**src/rtl/mem_arbiter_if.sv**
```systemverilog
// Bus bundle for mem_arbiter: fetch port, data port, shared memory command
// port and the status outputs. The arbiter connects through the slave
// modport; the environment (CPU side plus memory model) uses master.
interface mem_arbiter_if;
    // Instruction-fetch port
    logic        if_req;
    logic [31:0] if_addr;
    logic [31:0] if_rdata;
    logic        if_ready;

    // Data-memory port
    logic        dm_req;
    logic        dm_we;
    logic [3:0]  dm_sel;
    logic [31:0] dm_addr;
    logic [31:0] dm_wdata;
    logic [31:0] dm_rdata;
    logic        dm_ready;

    // Shared single-port memory
    logic        mem_ce;
    logic        mem_we;
    logic [3:0]  mem_sel;
    logic [31:0] mem_addr;
    logic [31:0] mem_wdata;
    logic [31:0] mem_rdata;
    logic        mem_ack;

    // Status
    logic        stall_req;
    logic        bus_err;

    modport slave (
        input  if_req, if_addr,
        input  dm_req, dm_we, dm_sel, dm_addr, dm_wdata,
        input  mem_rdata, mem_ack,
        output if_rdata, if_ready,
        output dm_rdata, dm_ready,
        output mem_ce, mem_we, mem_sel, mem_addr, mem_wdata,
        output stall_req, bus_err
    );

    modport master (
        output if_req, if_addr,
        output dm_req, dm_we, dm_sel, dm_addr, dm_wdata,
        output mem_rdata, mem_ack,
        input  if_rdata, if_ready,
        input  dm_rdata, dm_ready,
        input  mem_ce, mem_we, mem_sel, mem_addr, mem_wdata,
        input  stall_req, bus_err
    );
endinterface

```
**src/rtl/mem_arbiter.sv**
```systemverilog
// Two-master arbiter (instruction fetch and data memory) in front of one
// single-port memory. One access is in flight at a time. Data accesses have
// priority, but a waiting fetch is forced through after STARVE_MAX
// consecutive data grants. Accesses that see no mem_ack within TIMEOUT
// cycles are aborted with a bus_err pulse.
//
// Completion timing: the ack edge returns the FSM to IDLE and arms a
// "done" flag; the ready pulse follows one cycle later. No new grant is made
// while a done flag or a ready pulse is active, so a completion handshake
// always finishes before the next access starts.
module mem_arbiter #(
    parameter int unsigned TIMEOUT    = 15,
    parameter int unsigned STARVE_MAX = 4
) (
    input  logic         clk,
    input  logic         rst,
    mem_arbiter_if.slave bus
);

    typedef enum logic [1:0] {
        IDLE     = 2'd0,
        SERVE_IF = 2'd1,
        SERVE_DM = 2'd2
    } state_t;

    localparam logic [7:0] TIMEOUT_C = 8'(TIMEOUT);
    localparam logic [7:0] STARVE_C  = 8'(STARVE_MAX);

    state_t      state_q,    state_d;
    logic [7:0]  starve_q,   starve_d;
    logic [7:0]  wait_q,     wait_d;
    logic [31:0] addr_q,     addr_d;
    logic [31:0] wdata_q,    wdata_d;
    logic [3:0]  sel_q,      sel_d;
    logic        we_q,       we_d;
    logic [31:0] if_rdata_q, if_rdata_d;
    logic [31:0] dm_rdata_q, dm_rdata_d;
    logic        if_done_q,  if_done_d;
    logic        dm_done_q,  dm_done_d;
    logic        err_done_q, err_done_d;
    logic        if_ready_q, if_ready_d;
    logic        dm_ready_q, dm_ready_d;
    logic        bus_err_q,  bus_err_d;

    logic        grant_ok;
    logic        if_wins;

    // A grant is only allowed once every pending completion has been signalled.
    assign grant_ok = ~(if_done_q | dm_done_q | if_ready_q | dm_ready_q);
    // Fetch wins when data is idle or when data has starved it long enough.
    assign if_wins  = bus.if_req & (~bus.dm_req | (starve_q == STARVE_C));

    // State and datapath registers, cleared asynchronously by rst low.
    always_ff @(posedge clk or negedge rst) begin
        if (!rst) begin
            state_q    <= IDLE;
            starve_q   <= 8'd0;
            wait_q     <= 8'd0;
            addr_q     <= 32'd0;
            wdata_q    <= 32'd0;
            sel_q      <= 4'd0;
            we_q       <= 1'b0;
            if_rdata_q <= 32'd0;
            dm_rdata_q <= 32'd0;
            if_done_q  <= 1'b0;
            dm_done_q  <= 1'b0;
            err_done_q <= 1'b0;
            if_ready_q <= 1'b0;
            dm_ready_q <= 1'b0;
            bus_err_q  <= 1'b0;
        end else begin
            state_q    <= state_d;
            starve_q   <= starve_d;
            wait_q     <= wait_d;
            addr_q     <= addr_d;
            wdata_q    <= wdata_d;
            sel_q      <= sel_d;
            we_q       <= we_d;
            if_rdata_q <= if_rdata_d;
            dm_rdata_q <= dm_rdata_d;
            if_done_q  <= if_done_d;
            dm_done_q  <= dm_done_d;
            err_done_q <= err_done_d;
            if_ready_q <= if_ready_d;
            dm_ready_q <= dm_ready_d;
            bus_err_q  <= bus_err_d;
        end
    end

    // Next-state logic: grant, wait/timeout tracking and completion capture.
    always_comb begin
        state_d    = state_q;
        starve_d   = starve_q;
        wait_d     = wait_q;
        addr_d     = addr_q;
        wdata_d    = wdata_q;
        sel_d      = sel_q;
        we_d       = we_q;
        if_rdata_d = if_rdata_q;
        dm_rdata_d = dm_rdata_q;
        if_done_d  = 1'b0;
        dm_done_d  = 1'b0;
        err_done_d = 1'b0;
        // Ready and error pulses are the done flags delayed by one cycle.
        if_ready_d = if_done_q;
        dm_ready_d = dm_done_q;
        bus_err_d  = err_done_q;

        case (state_q)
            IDLE: begin
                // mem_ack is deliberately ignored here.
                if (grant_ok) begin
                    if (if_wins) begin
                        state_d  = SERVE_IF;
                        addr_d   = bus.if_addr;
                        wait_d   = 8'd0;
                        starve_d = 8'd0;
                    end else if (bus.dm_req) begin
                        state_d = SERVE_DM;
                        addr_d  = bus.dm_addr;
                        wdata_d = bus.dm_wdata;
                        sel_d   = bus.dm_sel;
                        we_d    = bus.dm_we;
                        wait_d  = 8'd0;
                        if (bus.if_req && (starve_q != STARVE_C)) begin
                            starve_d = starve_q + 8'd1;
                        end
                    end
                end
            end

            SERVE_IF: begin
                // Ack takes precedence over a timeout reached in the same cycle.
                if (bus.mem_ack) begin
                    if_rdata_d = bus.mem_rdata;
                    if_done_d  = 1'b1;
                    state_d    = IDLE;
                end else if ((wait_q + 8'd1) == TIMEOUT_C) begin
                    if_rdata_d = 32'd0;
                    if_done_d  = 1'b1;
                    err_done_d = 1'b1;
                    state_d    = IDLE;
                end else begin
                    wait_d = wait_q + 8'd1;
                end
            end

            SERVE_DM: begin
                // Writes never touch dm_rdata, whether they complete or abort.
                if (bus.mem_ack) begin
                    if (!we_q) begin
                        dm_rdata_d = bus.mem_rdata;
                    end
                    dm_done_d = 1'b1;
                    state_d   = IDLE;
                end else if ((wait_q + 8'd1) == TIMEOUT_C) begin
                    if (!we_q) begin
                        dm_rdata_d = 32'd0;
                    end
                    dm_done_d  = 1'b1;
                    err_done_d = 1'b1;
                    state_d    = IDLE;
                end else begin
                    wait_d = wait_q + 8'd1;
                end
            end

            default: begin
                state_d = IDLE;
            end
        endcase
    end

    // Memory command: strobes decoded from the state, address/data from the
    // latched registers so they hold their last value while idle.
    assign bus.mem_ce    = (state_q != IDLE);
    assign bus.mem_we    = (state_q == SERVE_DM) & we_q;
    assign bus.mem_sel   = (state_q == SERVE_IF) ? 4'hF :
                           (state_q == SERVE_DM) ? sel_q : 4'h0;
    assign bus.mem_addr  = addr_q;
    assign bus.mem_wdata = wdata_q;

    assign bus.if_rdata  = if_rdata_q;
    assign bus.if_ready  = if_ready_q;
    assign bus.dm_rdata  = dm_rdata_q;
    assign bus.dm_ready  = dm_ready_q;
    assign bus.bus_err   = bus_err_q;

    // Stall while either requester is still waiting for its completion.
    assign bus.stall_req = (bus.if_req & ~if_ready_q) | (bus.dm_req & ~dm_ready_q);

endmodule

```
**src/flat_wrapper.sv**
```systemverilog
// flat-port wrapper written by rule: the top's interface ports become plain ports
module mem_arbiter_flat 
#(
    parameter int unsigned TIMEOUT    = 15,
    parameter int unsigned STARVE_MAX = 4
)
  (clk, rst, bus_if_req, bus_if_addr, bus_dm_req, bus_dm_we, bus_dm_sel, bus_dm_addr, bus_dm_wdata, bus_mem_rdata, bus_mem_ack, bus_if_rdata, bus_if_ready, bus_dm_rdata, bus_dm_ready, bus_mem_ce, bus_mem_we, bus_mem_sel, bus_mem_addr, bus_mem_wdata, bus_stall_req, bus_bus_err);
  mem_arbiter_if bus_i ();
  input  logic clk;
  input  logic rst;
  input wire logic [$bits(bus_i.if_req)-1:0] bus_if_req;
  input wire logic [$bits(bus_i.if_addr)-1:0] bus_if_addr;
  input wire logic [$bits(bus_i.dm_req)-1:0] bus_dm_req;
  input wire logic [$bits(bus_i.dm_we)-1:0] bus_dm_we;
  input wire logic [$bits(bus_i.dm_sel)-1:0] bus_dm_sel;
  input wire logic [$bits(bus_i.dm_addr)-1:0] bus_dm_addr;
  input wire logic [$bits(bus_i.dm_wdata)-1:0] bus_dm_wdata;
  input wire logic [$bits(bus_i.mem_rdata)-1:0] bus_mem_rdata;
  input wire logic [$bits(bus_i.mem_ack)-1:0] bus_mem_ack;
  output wire logic [$bits(bus_i.if_rdata)-1:0] bus_if_rdata;
  output wire logic [$bits(bus_i.if_ready)-1:0] bus_if_ready;
  output wire logic [$bits(bus_i.dm_rdata)-1:0] bus_dm_rdata;
  output wire logic [$bits(bus_i.dm_ready)-1:0] bus_dm_ready;
  output wire logic [$bits(bus_i.mem_ce)-1:0] bus_mem_ce;
  output wire logic [$bits(bus_i.mem_we)-1:0] bus_mem_we;
  output wire logic [$bits(bus_i.mem_sel)-1:0] bus_mem_sel;
  output wire logic [$bits(bus_i.mem_addr)-1:0] bus_mem_addr;
  output wire logic [$bits(bus_i.mem_wdata)-1:0] bus_mem_wdata;
  output wire logic [$bits(bus_i.stall_req)-1:0] bus_stall_req;
  output wire logic [$bits(bus_i.bus_err)-1:0] bus_bus_err;
  assign bus_i.if_req = bus_if_req;
  assign bus_i.if_addr = bus_if_addr;
  assign bus_i.dm_req = bus_dm_req;
  assign bus_i.dm_we = bus_dm_we;
  assign bus_i.dm_sel = bus_dm_sel;
  assign bus_i.dm_addr = bus_dm_addr;
  assign bus_i.dm_wdata = bus_dm_wdata;
  assign bus_i.mem_rdata = bus_mem_rdata;
  assign bus_i.mem_ack = bus_mem_ack;
  assign bus_if_rdata = bus_i.if_rdata;
  assign bus_if_ready = bus_i.if_ready;
  assign bus_dm_rdata = bus_i.dm_rdata;
  assign bus_dm_ready = bus_i.dm_ready;
  assign bus_mem_ce = bus_i.mem_ce;
  assign bus_mem_we = bus_i.mem_we;
  assign bus_mem_sel = bus_i.mem_sel;
  assign bus_mem_addr = bus_i.mem_addr;
  assign bus_mem_wdata = bus_i.mem_wdata;
  assign bus_stall_req = bus_i.stall_req;
  assign bus_bus_err = bus_i.bus_err;
  mem_arbiter #(.TIMEOUT(TIMEOUT), .STARVE_MAX(STARVE_MAX)) u_core (.clk(clk), .rst(rst), .bus(bus_i));
endmodule
```
**config.mk**
```make
export PLATFORM = sky130hd
export DESIGN_NAME = mem_arbiter_flat
export DESIGN_NICKNAME = d
export VERILOG_FILES = /design/src/rtl/mem_arbiter_if.sv /design/src/rtl/mem_arbiter.sv /design/src/flat_wrapper.sv
export SDC_FILE = /design/constraint.sdc
export NUM_CORES = 1
export LEC_CHECK = 0
export BUFFER_PORTS_ARGS = -buffer_cell sky130_fd_sc_hd__buf_4
export CAP_MARGIN = 25
export CORE_UTILIZATION = 54
export DETAILED_ROUTE_END_ITERATION = 8
export PLACE_DENSITY = 0.86
export SYNTH_ARGS = -nofsm -noshare
export SYNTH_HDL_FRONTEND = slang
export SYNTH_SLANG_ARGS = --single-unit
export TNS_END_PERCENT = 50
```
**constraint.sdc**
```tcl
create_clock -name clk -period 3.6 [get_ports clk]
set_input_delay 0.18 -clock clk [delete_from_list [all_inputs] [get_ports clk]]
set_output_delay 0.18 -clock clk [all_outputs]
set_load 0.05 [all_outputs]
```
==> run summary, run 1 <==
status: finished, final reports clean
Layout Utilization: 79.39%
Core Footprint: 13,300 um^2
Top FF cell, synth: dfrtp_1
Seq/Total Area, Yosys: 53.00%
hold path startpoint: bus_dm_addr[13]
Mapped Cells: 761
io pins: 276
Worst setup EP type: flop
Seq. cell area: 3929 um^2
row cnt: 42
endpoints failing setup: 0
Synth Area in Simple Gates: 10.77%
Synth area leader: dfrtp_1
DP Cell Count: 1,169
FF+latch count, synth: 157
Clock Sink Count: 157
maximum VDD drop: 819.4 uV
vias in the first global route: 7,016
via count: 6,849
Initial DRC Count: 475
met1 usage: 37.27%
largest net degree at the start of global routing: 88
EDFF count, synth: 0
NumNets Final: 1,197
initial core utilization: 55.76%
min cycle time layout: 2452 ps
first-pass GRT wire length: 35,340 um
height of the die: 119.2 um
Die Width: 119.2 um
Synth top area share: 53.00%
worst r2r dst: u_core.bus.mem_wdata[1]$_DFFE_PN0P_
Netlist Area Pre-Place: 7413 um^2
H-Tree Depth: 4
Synth cell types: 49
final wirelength: 21,960 um
RSZ-0062 raised after global routing: no
Root Driver: clkbuf_16
Worst Path Max Fanout: 27
Skew-Pair Late Insertion Delay: 430 ps
Filler cells: 851
# Max-Cap Violations: 0
top-count cell post-synth: dfrtp_1
worst reg2reg path depth: 5
r2r setup slk: 1150 ps
vias per cell: 5.523
Max transition margin: 37.08%
clock-pin slew reported for the worst setup and hold paths after clock tree synthesis: 60 ps
CTS Buf Count: 17
crit path to: u_core.bus.mem_wdata[1]$_DFFE_PN0P_
Avg Cell Area, Syn: 9.742 um^2
crit-path cells: nor4_4 > nand3_1 > a31oi_4 > buf_4 > mux2_2
Reg2Reg Launch Point: u_core.dm_done_q$_DFF_PN0_
share of cells above drive strength 1: 34.87%
WS Path Type: reg -> reg
worst clock skew: 10.78 ps
largest family of logic cells by synthesized area: compound AO/OA/AOI/OAI gates
Final Max Slew Viols: 0
Finished Layout Cells: 1,240
P_leak: 5.149 nW
gr ovfl total: 0
GRT Util Overall: 31.79%
f_max: 407.9 MHz
Tightest Pin Transition: 943.8 ps
CTS tree: built
Post-Synth XOR/XNOR Area: 0.5907%
Avg WL per Cell: 17.71 um
Final Hold Viols: 0
Slowest-stage cell, CP: buf_4
# diodes: 0
post-CTS sizing: 0
HPWL Detailed: 13,720 um
adder-cell share of the synthesized area: 1.181%
port bufs: 275
Compound-Gate Fraction of Synth Area: 17.16%
mux share of post-synthesis cell area: 10.48%
initial antenna violation count: 0
Tcrit/Tclk final: 68.11%
met3 Use GR: 9.579%
Final ANT Viol Nets: 0
power density over the cells: 1041 nW/um^2
number of remaining DRC errors: 0
GP Congestion: 0.7852
CP peak stage delay: 450 ps
Synth area leaders: dfrtp_1 (53%), mux2_2 (7.6%), o21ai_0 (7.0%), a21oi_1 (4.6%), nor2_1 (3.7%)
final worst-path setup slack: 1148 ps
synth-to-layout area growth: 42.38%
DRT Pass-1 Iters: 5
synthesized net count: 906
Setup crit start kind: flop
Commonest cells post-synth: dfrtp_1 (157), o21ai_0 (103), nor2_1 (74), inv_1 (73), a21oi_1 (68)
Most Crowded Layer GR: met2
overall power: 10.99 mW
worst hold path class: in -> reg
clk buf depth: 2
Post CTS Setup Buffer Count: 0
crit path from: u_core.dm_done_q$_DFF_PN0_
Async SR Flop Fraction: 100.0%
Setup WS pre-CTS: 962.7 ps
met2 Usage GRT: 53.27%
Req. time, crit path: 3900 ps
crit path DAT: 2750 ps
Setup TNS: 0 ps
area of the multi-input gates: 2993 um^2
die area: 14,200 um^2
warnings from Yosys: 0
## state kept, by name (all words and copies together) (netlist names), 2 cells and up
signal and count:
u_core.state_q 2, u_core.bus.if_rdata 32, u_core.bus.dm_rdata 32, u_core.bus.mem_wdata 32, u_core.starve_q 8, u_core.wait_q 8, u_core.sel_q 4, u_core.bus.mem_addr 32
## layer usage
| layer | wire length (um) | up-vias |
|---|---|---|
| met5 | 0 | - |
| met4 | 821 | 0 |
| met3 | 1838 | 65 |
| met2 | 10830 | 323 |
| met1 | 8467 | 3268 |
| li1 | - | 3193 |
## through the flow
stage / cell area (um^2) / hold WS, ps
detailed placement: 9549 / 228.6
floorplan: 7413 / -115.6
global route: 10560 / 22.40
CTS: 10520 / 7.866
finish: 10560 / 22.77
global placement: 9549 / 237.5
## worst min-delay path by stage
stage	slack, ps	endpoint	depth (start not counted)
after floorplan	-120	u_core.bus.bus_err$_DFF_PN0_	0
after global placement	240	u_core.bus.if_rdata[15]$_DFFE_PN0P_	1
after detailed placement	230	u_core.bus.if_rdata[15]$_DFFE_PN0P_	1
after CTS	8	u_core.bus.mem_addr[13]$_DFFE_PN0P_	3
after global routing	20	u_core.bus.mem_addr[23]$_DFFE_PN0P_	3
final	20	u_core.bus.mem_addr[13]$_DFFE_PN0P_	3
## critical path, delay by kind of cell (launching register included)
kind	cells	cell delay (ps)
and+or+nand+nor	2	600
buffers and inverters	1	450
AOI/OAI and AO/OA	1	440
DFF	1	430
muxes	1	400
## cell families (layout without fill, tap and decap cells)
kind of cell	Yosys count	count (layout)
XOR/XNOR	5	5
flip-flops	157	157
buffers and inverters	123	426
adder cells (fa/ha/maj)	7	7
multiplexers	69	69
AND/OR/NAND/NOR	170	170
AO/OA/AOI/OAI	230	230
## layout make-up
type,instances,share of cell area [%]
Timing Repair Buffer,322,24.15
Inverter,73,2.596
Tap cell,176,2.086
Clock inverter,10,1.328
Sequential cell,157,37.22
Multi-Input combinational cell,481,28.35
Clock buffer,21,4.267
## power by group
group	leakage, nW	internal (mW)	switching [mW]
logic	3.15	2.00	4.14
clock network	0.280	1.11	0.708
registers	1.72	2.51	0.526
## timing repair
| action | 4_1_cts | 5_1_grt |
|---|---|---|
| hold buffers | 38 | 0 |
| hold endpoints to repair | 107 | 0 |
| setup endpoints to repair | 0 | 0 |
## cell usage in the layout (no fill, tap or decap), types with 2 or more instances in the layout
| cell type | Yosys | routed |
|---|---|---|
| nand2b_1 | 4 | 3 |
| nor2_1 | 74 | 74 |
| a21o_1 | 6 | 6 |
| clkinvlp_4 | 0 | 3 |
| clkbuf_16 | 0 | 17 |
| mux2_1 | 19 | 19 |
| inv_1 | 73 | 73 |
| nand3b_1 | 3 | 3 |
| dfrtp_1 | 157 | 157 |
| mux2_2 | 50 | 50 |
| and2_1 | 6 | 6 |
| ha_1 | 7 | 6 |
| o21ai_0 | 103 | 103 |
| nor2b_1 | 3 | 3 |
| dlygate4sd3_1 | 0 | 38 |
| bufinv_16 | 0 | 3 |
| a221o_1 | 2 | 2 |
| nor3_1 | 2 | 2 |
| clkinv_2 | 0 | 2 |
| o311ai_0 | 2 | 2 |
| clkbuf_1 | 29 | 3 |
| nand2_1 | 49 | 49 |
| nand4_1 | 2 | 2 |
| o21ai_1 | 4 | 4 |
| or3_1 | 2 | 2 |
| o221ai_1 | 2 | 2 |
| xnor2_1 | 3 | 3 |
| a22o_1 | 2 | 2 |
| and3_1 | 4 | 4 |
| nor4_4 | 2 | 2 |
| o41ai_1 | 2 | 2 |
| xor2_1 | 2 | 2 |
| a21oi_1 | 68 | 68 |
| or4_1 | 3 | 3 |
| a31oi_1 | 32 | 32 |
| buf_4 | 1 | 281 |
| nand3_1 | 9 | 9 |
No activity file was read; power rests on OpenSTA's default activity.
==> inputs of run 2 (changes only) <==
--- a/config.mk
+++ b/config.mk
@@ -7,9 +7,9 @@
 export LEC_CHECK = 0
 export BUFFER_PORTS_ARGS = -buffer_cell sky130_fd_sc_hd__buf_4
 export CAP_MARGIN = 25
-export CORE_UTILIZATION = 54
+export CORE_UTILIZATION = 45
 export DETAILED_ROUTE_END_ITERATION = 8
-export PLACE_DENSITY = 0.86
+export PLACE_DENSITY = 0.77
 export SYNTH_ARGS = -nofsm -noshare
 export SYNTH_HDL_FRONTEND = slang
 export SYNTH_SLANG_ARGS = --single-unit
==> constraint.sdc (replaced) <==
create_clock -name clk -period 2.2 [get_ports clk]
set_input_delay 0.11 -clock clk [delete_from_list [all_inputs] [get_ports clk]]
set_output_delay 0.11 -clock clk [all_outputs]
set_load 0.05 [all_outputs]
==> run summary, run 2 (synthesized netlist as in run 1, its figures left out) <==
worst clock skew: 8.175 ps (-2.609 ps)
largest net degree at the start of global routing: 69 (-22%)
Final Max Slew Viols: 0 (unchanged)
hold_ws: 19.17 ps (-3.592 ps)
crit path to: u_core.bus.mem_addr[16]$_DFFE_PN0P_
r2r setup slk: 160 ps (-980 ps)
via count: 6,963 (+1.7%)
H-Tree Depth: 4 (unchanged)
final wirelength: 21,930 um (-0.12%)
worst hold path class: in -> reg
initial core utilization: 46.33% (-9.4 points)
NumNets Final: 1,244 (+3.9%)
Setup crit start kind: flop
Final Hold Viols: 0 (unchanged)
Tightest Pin Transition: 652.9 ps (-290.9 ps)
WS Path Type: reg -> reg
first-pass GRT wire length: 33,670 um (-4.7%)
height of the die: 130.4 um (+9.4%)
maximum VDD drop: 887.8 uV (+8.3%)
Seq. cell area: 3929 um^2 (unchanged)
Tcrit/Tclk final: 92.53% (+24 points)
Worst setup EP type: flop
crit path from: u_core.starve_q[0]$_DFFE_PN0P_
Root Driver: clkbuf_16
worst r2r dst: u_core.bus.mem_addr[16]$_DFFE_PN0P_
# diodes: 0 (unchanged)
io pins: 276 (unchanged)
area of the multi-input gates: 2993 um^2 (unchanged)
P_leak: 5.397 nW (+4.8%)
CTS Buf Count: 17 (unchanged)
Internal: 9.599 mW (+71%)
Layout Utilization: 69.57% (-9.8 points)
sequential share of power: 26.8% (-0.8 points)
vias in the first global route: 6,694 (-4.6%)
RSZ-0062 raised after global routing: no
clock-pin slew reported for the worst setup and hold paths after clock tree synthesis: 60 ps (about the same)
most frequent cells in the layout: buf_4 (290), dfrtp_1 (157), o21ai_0 (103)
# Max-Cap Violations: 0 (unchanged)
Final ANT Viol Nets: 0 (unchanged)
min cycle time layout: 2036 ps (-416.3 ps)
Core Footprint: 16,000 um^2 (+20%)
Skew-Pair Late Insertion Delay: 420 ps (about the same)
Clock Power Share: 17.6% (+1.1 points)
worst reg2reg path depth: 7 (+2)
Reg2Reg Launch Point: u_core.starve_q[0]$_DFFE_PN0P_
Clock Sink Count: 157 (unchanged)
Comb pwr share: 55.5% (-0.4 points)
Top Layer Used: met4
HPWL Detailed: 14,030 um (+2.2%)
die area: 16,990 um^2 (+20%)
synth-to-layout area growth: 50.14%
Die Width: 130.4 um (+9.4%)
CTS tree: built
GRT Util Overall: 25.78% (-6.0 points)
Avg WL per Cell: 16.52 um (-6.7%)
Max transition margin: 56.47% (+19 points)
overall power: 18.33 mW (+67%)
share of cells above drive strength 1: 34.56% (-0.30 points)
GP Congestion: 0.8720 (+11%)
endpoints failing setup: 0 (unchanged)
Initial DRC Count: 365 (-23%)
Filler cells: 1,189 (+40%)
status: finished, final reports clean
f_max: 491.3 MHz (+20%)
row cnt: 46 (+9.5%)
crit path DAT: 2380 ps (-370 ps)
met2 wire len: 10,990 um (+1.5%)
gr ovfl total: 0 (unchanged)
Worst Path Max Fanout: 18 (-33%)
NetSw: 8.728 mW (+62%)
DRT Pass-1 Iters: 5 (unchanged)
Req. time, crit path: 2540 ps (-1360 ps)
power density over the cells: 1646 nW/um^2 (+58%)
Setup TNS: 0 ps (unchanged)
most common cell after layout, fill and taps aside: buf_4
WL met1: 8426 um (-0.48%)
number of remaining DRC errors: 0 (unchanged)
post-CTS sizing: 0 (unchanged)
met3 WL post-DR: 1987 um (+8.1%)
vias per cell: 5.247 (-5.0%)
initial antenna violation count: 0 (unchanged)
clk buf depth: 2 (unchanged)
switching share of power: 47.62% (-1.3 points)
port bufs: 275 (unchanged)
-- run 2: changes by cell type in the layout (fill, tap and decap cells not counted), sizes merged --
cell and change:
buf +12, bufinv +2, clkinv -1, clkinvlp -2, dlygate4sd3 +35, inv +1
-- run 2: per-layer routing --
layer	vias to the layer above	track usage, %
met4	0	10.34
met1	3332	29.37
met5	-	0
li1	3289	-
met3	41	8.241
met2	301	44.87
-- run 2: timing repair --
item                      CTS  global route
hold buffers               73             0
hold endpoints to repair  132             0
buffers inserted            0             0
-- run 2: worst max-delay path: stages, from the launching register on --
cell     delay, ps
dfrtp_1        430
inv_1           80
ha_1           130
and3b_1        270
a21o_1         400
buf_4          320
a31oi_1        140
a21oi_1        190
-- run 2: worst min path at each step --
| stage | startpoint | to | slack, ps | cells past startpoint |
|---|---|---|---|---|
| finish | bus_if_addr[11] | u_core.bus.mem_addr[11]$_DFFE_PN0P_ | 20 | 3 |
| global route | bus_if_addr[4] | u_core.bus.mem_addr[4]$_DFFE_PN0P_ | 20 | 3 |
| CTS | bus_if_addr[27] | u_core.bus.mem_addr[27]$_DFFE_PN0P_ | 0.9 | 3 |
| detailed placement | rst | u_core.bus.dm_rdata[12]$_DFFE_PN0P_ | 170 | 1 |
| global placement | rst | u_core.bus.dm_rdata[12]$_DFFE_PN0P_ | 170 | 1 |
| floorplan | rst | u_core.bus.bus_err$_DFF_PN0_ | -190 | 0 |
-- run 2: cell type report --
cell class / instances / share of cell area [%]
Sequential cell: 157 / 35.30
Timing Repair Buffer: 369 / 27.12
Multi-Input combinational cell: 481 / 26.89
Clock buffer: 21 / 4.137
Inverter: 73 / 2.462
Tap cell: 216 / 2.428
Clock inverter: 10 / 1.664
-- run 2: power groups by stage --
stage                     clock network [mW]  logic (mW)  registers [mW]
after floorplan                            0        3.31            8.52
after global placement                     0        9.87            4.88
after detailed placement                   0        10.0            4.91
after CTS                               3.31        10.1            4.88
after global routing                    3.43        10.8            5.08
final                                   3.23        10.2            4.92
-- run 2: through the flow --
step                      setup WS [ps]  instances  area [um^2]
final                             164.4       1327        11130
after global placement            278.4       1223         9754
after global routing              7.474       1327        11130
after floorplan                   195.1        761         7413
after detailed placement          208.7       1223         9754
after CTS                         178.6       1327        11130
